===== config.mk =====
export PLATFORM = sky130hd
export DESIGN_NAME = dds_cfg_master
export DESIGN_NICKNAME = d
export VERILOG_FILES = /design/src/rtl/dds_cfg_master.sv
export SDC_FILE = /design/constraint.sdc
export NUM_CORES = 1
export LEC_CHECK = 0
export ABC_CLOCK_PERIOD_IN_PS = 3600
export BUFFER_PORTS_ARGS = -buffer_cell sky130_fd_sc_hd__buf_2
export CAP_MARGIN = 20
export CORE_MARGIN = 5
export CORE_UTILIZATION = 55
export DETAILED_ROUTE_END_ITERATION = 8
export MAX_ROUTING_LAYER = met4
export PLACE_DENSITY = 0.9
export SYNTH_ARGS = -nofsm -noshare
export SYNTH_HDL_FRONTEND = slang
export SYNTH_SLANG_ARGS = --single-unit
export TNS_END_PERCENT = 50

===== constraint.sdc =====
create_clock -name clk -period 3.6 [get_ports clk]
set_input_delay 0.54 -clock clk [delete_from_list [all_inputs] [get_ports clk]]
set_output_delay 0.54 -clock clk [all_outputs]
set_load 0.03 [all_outputs]

===== src/rtl/dds_cfg_master.sv =====
// dds_cfg_master
// Register-write initiator for the DDS configuration bus. Parses framed
// command bytes (0xA5, ADDR_H, ADDR_L, DATA_H, DATA_L [, CSUM]) from a byte
// stream and issues a one-cycle write on wr/waddr/wdata, followed by one
// bus-idle cycle with address and data cleared.
//
// Optional feature macro: DDS_CFG_CHECKSUM_EN
//   defined   : frame carries a sixth byte CSUM = ADDR_H^ADDR_L^DATA_H^DATA_L;
//               a mismatch pulses err and drops the frame.
//   undefined : five-byte frames, DATA_L goes straight to WRITE.
//
// Ports
//   clk        in   rising-edge clock
//   rst        in   synchronous active-high reset
//   rx_data    in   8-bit command byte
//   rx_valid   in   rx_data holds a byte
//   rx_ready   out  block can take a byte (IDLE and collection states)
//   wr         out  one-cycle register write strobe
//   waddr      out  write address, 0 when wr=0
//   wdata      out  write data, 0 when wr=0
//   busy       out  frame in progress (state not IDLE)
//   err        out  one-cycle pulse: bad header, timeout or checksum error
//   frame_cnt  out  completed writes, wraps 255 -> 0
//   dbg_state  out  current FSM state encoding
//
// Handshake: a byte transfers on a rising edge where rx_valid & rx_ready are
// both 1. rx_ready never depends on rx_valid; the source holds rx_data
// stable while rx_valid=1 and rx_ready=0.

module dds_cfg_master #(
  parameter int ADDR_W  = 16,
  parameter int DATA_W  = 16,
  parameter int TIMEOUT = 1023
) (
  input  logic              clk,
  input  logic              rst,
  input  logic [7:0]        rx_data,
  input  logic              rx_valid,
  output logic              rx_ready,
  output logic              wr,
  output logic [ADDR_W-1:0] waddr,
  output logic [DATA_W-1:0] wdata,
  output logic              busy,
  output logic              err,
  output logic [7:0]        frame_cnt,
  output logic [2:0]        dbg_state
);

  localparam int CNT_W = $clog2(TIMEOUT + 1);
  localparam logic [7:0] HDR = 8'hA5;

  typedef enum logic [2:0] {
    S_IDLE   = 3'd0,
    S_ADDR_H = 3'd1,
    S_ADDR_L = 3'd2,
    S_DATA_H = 3'd3,
    S_DATA_L = 3'd4,
`ifdef DDS_CFG_CHECKSUM_EN
    S_CSUM   = 3'd5,
`endif
    S_WRITE  = 3'd6,
    S_GAP    = 3'd7
  } state_t;

  state_t            state_q, state_d;
  logic [7:0]        ah_q, ah_d, al_q, al_d, dh_q, dh_d, dl_q, dl_d;
  logic [CNT_W-1:0]  cnt_q, cnt_d;
  logic              rx_ready_q, rx_ready_d;
  logic              wr_q, wr_d;
  logic [ADDR_W-1:0] waddr_q, waddr_d;
  logic [DATA_W-1:0] wdata_q, wdata_d;
  logic              busy_q, busy_d;
  logic              err_q, err_d;
  logic [7:0]        frame_cnt_q, frame_cnt_d;
  logic              accept;
  logic              collecting;

  assign accept = rx_valid & rx_ready_q;

  always_comb begin
    state_d     = state_q;
    ah_d        = ah_q;
    al_d        = al_q;
    dh_d        = dh_q;
    dl_d        = dl_q;
    cnt_d       = cnt_q;
    err_d       = 1'b0;
    wr_d        = 1'b0;
    waddr_d     = '0;
    wdata_d     = '0;
    frame_cnt_d = frame_cnt_q;
    collecting  = 1'b0;

    case (state_q)
      S_IDLE: begin
        cnt_d = '0;
        if (accept) begin
          if (rx_data == HDR) state_d = S_ADDR_H;
          else                err_d   = 1'b1;
        end
      end
      S_WRITE: begin
        state_d     = S_GAP;
        frame_cnt_d = frame_cnt_q + 8'd1;
      end
      S_GAP: begin
        state_d = S_IDLE;
      end
      default: collecting = 1'b1;
    endcase

    if (collecting) begin
      if (accept) begin
        cnt_d = '0;
        case (state_q)
          S_ADDR_H: begin ah_d = rx_data; state_d = S_ADDR_L; end
          S_ADDR_L: begin al_d = rx_data; state_d = S_DATA_H; end
          S_DATA_H: begin dh_d = rx_data; state_d = S_DATA_L; end
`ifdef DDS_CFG_CHECKSUM_EN
          S_DATA_L: begin dl_d = rx_data; state_d = S_CSUM; end
          S_CSUM: begin
            if (rx_data == (ah_q ^ al_q ^ dh_q ^ dl_q)) begin
              state_d = S_WRITE;
              wr_d    = 1'b1;
              waddr_d = ADDR_W'({ah_q, al_q});
              wdata_d = DATA_W'({dh_q, dl_q});
            end else begin
              state_d = S_IDLE;
              err_d   = 1'b1;
            end
          end
`else
          S_DATA_L: begin
            // Output registers load straight from the incoming byte so the
            // strobe appears in the cycle right after the last byte.
            dl_d    = rx_data;
            state_d = S_WRITE;
            wr_d    = 1'b1;
            waddr_d = ADDR_W'({ah_q, al_q});
            wdata_d = DATA_W'({dh_q, rx_data});
          end
`endif
          default: state_d = S_IDLE;
        endcase
      end else if (cnt_q == CNT_W'(TIMEOUT)) begin
        // Partial frame abandoned; shadow bytes stay but are overwritten
        // by the next frame before any use.
        state_d = S_IDLE;
        err_d   = 1'b1;
        cnt_d   = '0;
      end else begin
        cnt_d = cnt_q + CNT_W'(1);
      end
    end

    rx_ready_d = (state_d != S_WRITE) && (state_d != S_GAP);
    busy_d     = (state_d != S_IDLE);
  end

  always_ff @(posedge clk) begin
    if (rst) begin
      state_q     <= S_IDLE;
      ah_q        <= '0;
      al_q        <= '0;
      dh_q        <= '0;
      dl_q        <= '0;
      cnt_q       <= '0;
      rx_ready_q  <= 1'b1;
      wr_q        <= 1'b0;
      waddr_q     <= '0;
      wdata_q     <= '0;
      busy_q      <= 1'b0;
      err_q       <= 1'b0;
      frame_cnt_q <= '0;
    end else begin
      state_q     <= state_d;
      ah_q        <= ah_d;
      al_q        <= al_d;
      dh_q        <= dh_d;
      dl_q        <= dl_d;
      cnt_q       <= cnt_d;
      rx_ready_q  <= rx_ready_d;
      wr_q        <= wr_d;
      waddr_q     <= waddr_d;
      wdata_q     <= wdata_d;
      busy_q      <= busy_d;
      err_q       <= err_d;
      frame_cnt_q <= frame_cnt_d;
    end
  end

  assign rx_ready  = rx_ready_q;
  assign wr        = wr_q;
  assign waddr     = waddr_q;
  assign wdata     = wdata_q;
  assign busy      = busy_q;
  assign err       = err_q;
  assign frame_cnt = frame_cnt_q;
  assign dbg_state = state_q;

endmodule

# Word-level counts from Yosys, hierarchy flattened
# Cells that the tools add are included.
[totals]
out_inout_bits = 47
register_bits = 81
word_cells = 56
input_bits = 11
[op_classes]
muxes = 18
n_addsub = 2
n_reduce_logical = 9
n_bitwise = 4
eq_ne = 11
[op_table]
columns = ["op", "n"]
rows = [
  ["$mux W10", 4],
  ["$mux W3", 5],
  ["$pmux W3 S4", 1],
  ["$add A10 B1 Y10 const B", 1],
  ["$eq A10 B10 Y1 const B", 1],
  ["$eq A3 B3 Y1 const B", 3],
  ["$pmux W3 S3", 1],
  ["$reduce_and A3 Y1", 3],
  ["$add A8 B1 Y8 const B", 1],
  ["$eq A8 B8 Y1 const B", 1],
  ["$mux W1", 7],
  ["$eq A3 B2 Y1 const B", 2],
  ["$ne A3 B3 Y1 const B", 2],
  ["$reduce_or A6 Y1", 1],
  ["$reduce_or A5 Y1", 1],
  ["$eq A3 B1 Y1 const B", 1],
  ["$logic_not A3 Y1", 1],
  ["$not A1 Y1", 3],
  ["$reduce_bool A3 Y1", 1],
  ["$reduce_or A3 Y1", 1],
  ["$ne A2 B1 Y1 const B", 1],
  ["$and A1 B1 Y1", 1],
  ["$logic_and A1 B1 Y1", 1],
]

# Depth between registers and ports, before layout
[logic_depth]
word_depth = 9
depth_mapped = 7
depth_no_buf = 6

# Worst setup path after synthesis
# No wires, ideal clock.
[synth_timing]
path_kind = "reg2reg"
start = "reg cnt_q[0]"
end = "reg busy_q, in the netlist busy"
arrival_time_ns = 1.651
setup_slack_ns = 1.830
period_less_slack_ns = 1.770
path_stages_with_launch = 7
path_cell_list = "dfxtp_1 > ha_1 > nand3_1 > or3_4 > a211o_1 > nor4_2 > o21bai_1"
[synth_between]
elab_chain_len = 5
[synth_lines]
columns = ["element", "line_no", "text"]
rows = [
  ["from (decl)", "67", "logic [CNT_W-1:0] cnt_q, cnt_d;"],
  ["from (signal assigned)", "181", "cnt_q <= cnt_d;"],
  ["$eq A10 B10 Y1", "145", "end else if (cnt_q == CNT_W'(TIMEOUT)) begin"],
  ["$mux W3", "145", ""],
  ["$mux W3", "113", "if (accept) begin"],
  ["$mux W3", "112", "if (collecting) begin"],
  ["$reduce_bool A3 Y1", "157", "busy_d = (state_d != S_IDLE);"],
  ["to (signal assigned)", "186", "busy_q <= busy_d;"],
  ["to (decl)", "72", "logic busy_q, busy_d;"],
]
# No other way between the ends.
# A chain may end at the register's enable or synchronous reset.

# Worst setup path in the final report
[layout_timing]
start = "reg state_q[1], in the netlist dbg_state[1]"
end = "reg cnt_q[0]"
[layout_between]
elab_chain_len = 3
[layout_lines]
columns = ["element", "line_no", "text"]
rows = [
  ["from (decl)", "65", "state_t state_q, state_d;"],
  ["from (signal assigned)", "176", "state_q <= state_d;"],
  ["$eq A3 B3 Y1 or $logic_not A3 Y1 (tied branches)", "94", "case (state_q)"],
  ["$reduce_or A3 Y1 (no line)", "n/a", ""],
  ["$ne A2 B1 Y1 (no line) or $mux W10 (tied branches)", "n/a", ""],
]
# Parallel ways exist; a longest one is shown, timed or not.

==> results.sh <==
export IMPL_r2r_end="cnt_q[0]$_SDFFE_PP0P_"
export IMPL_worst_skew_pair_late_latency_ns=0.34
export IMPL_setup_viol=0
export IMPL_start_kind="flip-flop"
export IMPL_synth_cells=283
export IMPL_num_io_pins=58
export IMPL_cts_setup_buffers=0
export IMPL_vdd_drop_max_mv=0.212
export IMPL_grt_use_total_pct=18.7
export IMPL_rows=26
export IMPL_finalNetCount=353
export IMPL_area_growth_pct=18.3
export IMPL_fmax_ghz=0.492
export IMPL_cp_end_kind="flip-flop"
export IMPL_seq_area_frac_synth_pct=55.7
export IMPL_hold_class="reg -> reg"
export IMPL_hold_buffers=0
export IMPL_drive_above_1_share_pct=24.4
export IMPL_min_from="ah_q[4]$_SDFFE_PP0P_"
export IMPL_crit_chain="nand2_1 -> nand3_1 -> nor2_1 -> o21ai_1 -> nor2_1"
export IMPL_endpoint="cnt_q[0]$_SDFFE_PP0P_"
export IMPL_p_leak_nw=1.45
export IMPL_tightest_slew_ns=0.759
export IMPL_start_util_pct=56.6
export IMPL_grt_max_degree=42
export IMPL_slew_violations=0
export IMPL_grt_pass1_wl_microns=9270
export IMPL_num_vias=2108
export IMPL_worst_path_max_delay_cell="dfxtp_1"
export IMPL_r2r_cells=5
export IMPL_slew_headroom_pct=49.4
export IMPL_finalHoldViolations=0
export IMPL_crit_path_max_incr_delay_ns=0.65
export IMPL_htree_num_levels=3
export IMPL_cp_top_family="simple AND/OR/NAND/NOR gates"
export IMPL_core_sq_mm=0.00514
export IMPL_synth_edff_count=0
export IMPL_drc=0
export IMPL_clockBufferDepth=2
export IMPL_fillerInstances=435
export IMPL_critical_path_most_common_cell="nor2_1"
export IMPL_drt_pass1_iter_count=4
export IMPL_path_class="reg -> reg"
export IMPL_outcome="complete, no violations"
export IMPL_tns_ns=0
export IMPL_detail_route_antenna_nets=0
export IMPL_clock_root_buffer="clkbuf_8"
export IMPL_viasPerCell=5.09
export IMPL_maxCapViolCount=0
export IMPL_worstSetupPathDepth=5
export IMPL_antenna_found_initial=0
export IMPL_r2r_start="dbg_state[1]$_SDFF_PP0_"
export IMPL_r2r_slack_ns=1.57
export IMPL_path_clk_slew_ns=0.08
export IMPL_drt_iter0_markers=145
export IMPL_yosys_warnings=0
export IMPL_synth_avg_cell_area_sq_um=10.3
export IMPL_setup_slack_ns=1.57
export IMPL_cts_num_sinks=81
export IMPL_crit_start="dbg_state[1]$_SDFF_PP0_"
export IMPL_grt_pass1_vias=1985
export IMPL_port_buffers=57
export IMPL_final_common_cell="dfxtp_1"
export IMPL_cts_tree="yes"
export IMPL_diodes=0
export IMPL_critical_path_arrival_ns=2.26
export IMPL_ys_dominant_reg_cell="dfxtp_1"
export IMPL_synth_nets=296
export IMPL_die_w_microns=82.7
export IMPL_p_per_area_mw_per_mm2=458
export IMPL_rsz0062_at_grt="no"
export IMPL_dp_final_hpwl_microns=3830
export IMPL_syn_area_sq_mm=0.00291
export IMPL_synthArstFlopShare_pct=0
export IMPL_dieArea_sq_mm=0.00685
export IMPL_required_ns=3.82
export IMPL_wl_per_cell_microns=13.8
export IMPL_wl_microns=5700
export IMPL_critPathMaxFanout=16
export IMPL_cts_resized=0
export IMPL_final_cell_mix="dfxtp_1, buf_2, nor2_1"
export IMPL_period_share_pct=56.5
export IMPL_synth_seq_cells=81
export IMPL_gp_congestion=0.903
export IMPL_path_buf_inv=0
export IMPL_fp_dieH_microns=82.7
export IMPL_cts_made_buffers=9
export IMPL_fin_total_pwr_mw=1.58
export IMPL_preCtsSetupSlack_ns=1.63
export IMPL_gr_total_overflow=0
export IMPL_post_route_min_period_ns=2.03
export IMPL_worst_clock_skew_ns=0.00620
export IMPL_synth_cell_types=40
## flip-flops by register name, summed over array words and instances, names as in the netlist
| signal | count |
|---|---|
| dbg_state | 3 |
| frame_cnt | 8 |
| busy | 1 |
| rx_ready | 1 |
| al_q | 8 |
| wdata | 16 |
| ah_q | 8 |
| err | 1 |
| dh_q | 8 |
| wr | 1 |
| cnt_q | 10 |
| waddr | 16 |
## worst min path at each step
stage | to | slack [ns] | cells past startpoint
after floorplan | waddr[0]$_SDFF_PP0_ | 0.43 | 1
final | waddr[12]$_SDFF_PP0_ | 0.46 | 1
after global routing | wdata[6]$_SDFF_PP0_ | 0.48 | 2
after detailed placement | waddr[8]$_SDFF_PP0_ | 0.44 | 1
after CTS | wdata[6]$_SDFF_PP0_ | 0.45 | 2
after global placement | waddr[5]$_SDFF_PP0_ | 0.44 | 1
## cells by family after synthesis
family	Yosys count	share of synthesized area (%)
muxes	25	8.60
AOI/OAI and AO/OA	19	4.08
adders and majority gates	2	0.860
DFF	81	55.7
buffers and inverters	16	3.05
and+or+nand+nor	127	23.8
xor gates and xnor gates	13	3.91
## power breakdown
group	internal (mW)	leakage [nW]	total, mW	switching [mW]
clock	0.355	0.0957	0.650	0.295
combinational	0.00806	0.704	0.0286	0.0205
sequential	0.896	0.652	0.897	0.000545
## cell type report
cell class	instances	area, sq um	share of cell area [%]
Clock buffer	13	159	4.61
Clock inverter	2	37.5	1.09
Inverter	1	3.75	0.109
Multi-Input combinational cell	186	1220	35.4
Sequential cell	81	1620	47.1
Tap cell	70	87.6	2.54
Timing Repair Buffer	61	315	9.16
## synth_stat cells (all sizes together) (2+ instances only)
cell type / number / area [sq um]
and3: 3 / 21.3
nor3b: 3 / 22.5
buf: 9 / 62.6
xnor2: 6 / 52.6
a311oi: 2 / 17.5
a21oi: 6 / 30.0
clkbuf: 6 / 22.5
and2: 35 / 221
nand4: 4 / 40.0
o21ai: 5 / 25.0
nor4bb: 2 / 20.0
nor3: 2 / 10.0
nor4b: 3 / 26.3
xor2: 7 / 61.3
nand2: 11 / 41.3
nor2: 48 / 180
ha: 2 / 25.0
nor4: 6 / 43.8
or3: 2 / 17.5
nand3: 6 / 30.0
mux2i: 25 / 250
dfxtp: 81 / 1620
## per-stage QoR
step	area (sq um)	hold WS (ns)	instances	util [%]
floorplan	2910	0.429	283	-
global placement	3250	0.439	399	63.2
detailed placement	3250	0.439	399	63.2
CTS	3440	0.454	414	67.0
global route	3440	0.476	414	67.0
finish	3440	0.456	414	67.0
## per-layer routing
layer  vias up  part of all wire (%)  global-route usage, %
met1       960                    46                   22.8
met3         9                   6.9                   5.53
met4         0                   1.8                   8.50
met2        75                    45                   28.4
met5         -                     0                      -
li1       1064                     -                      -
(Power assumes the default switching activity.)
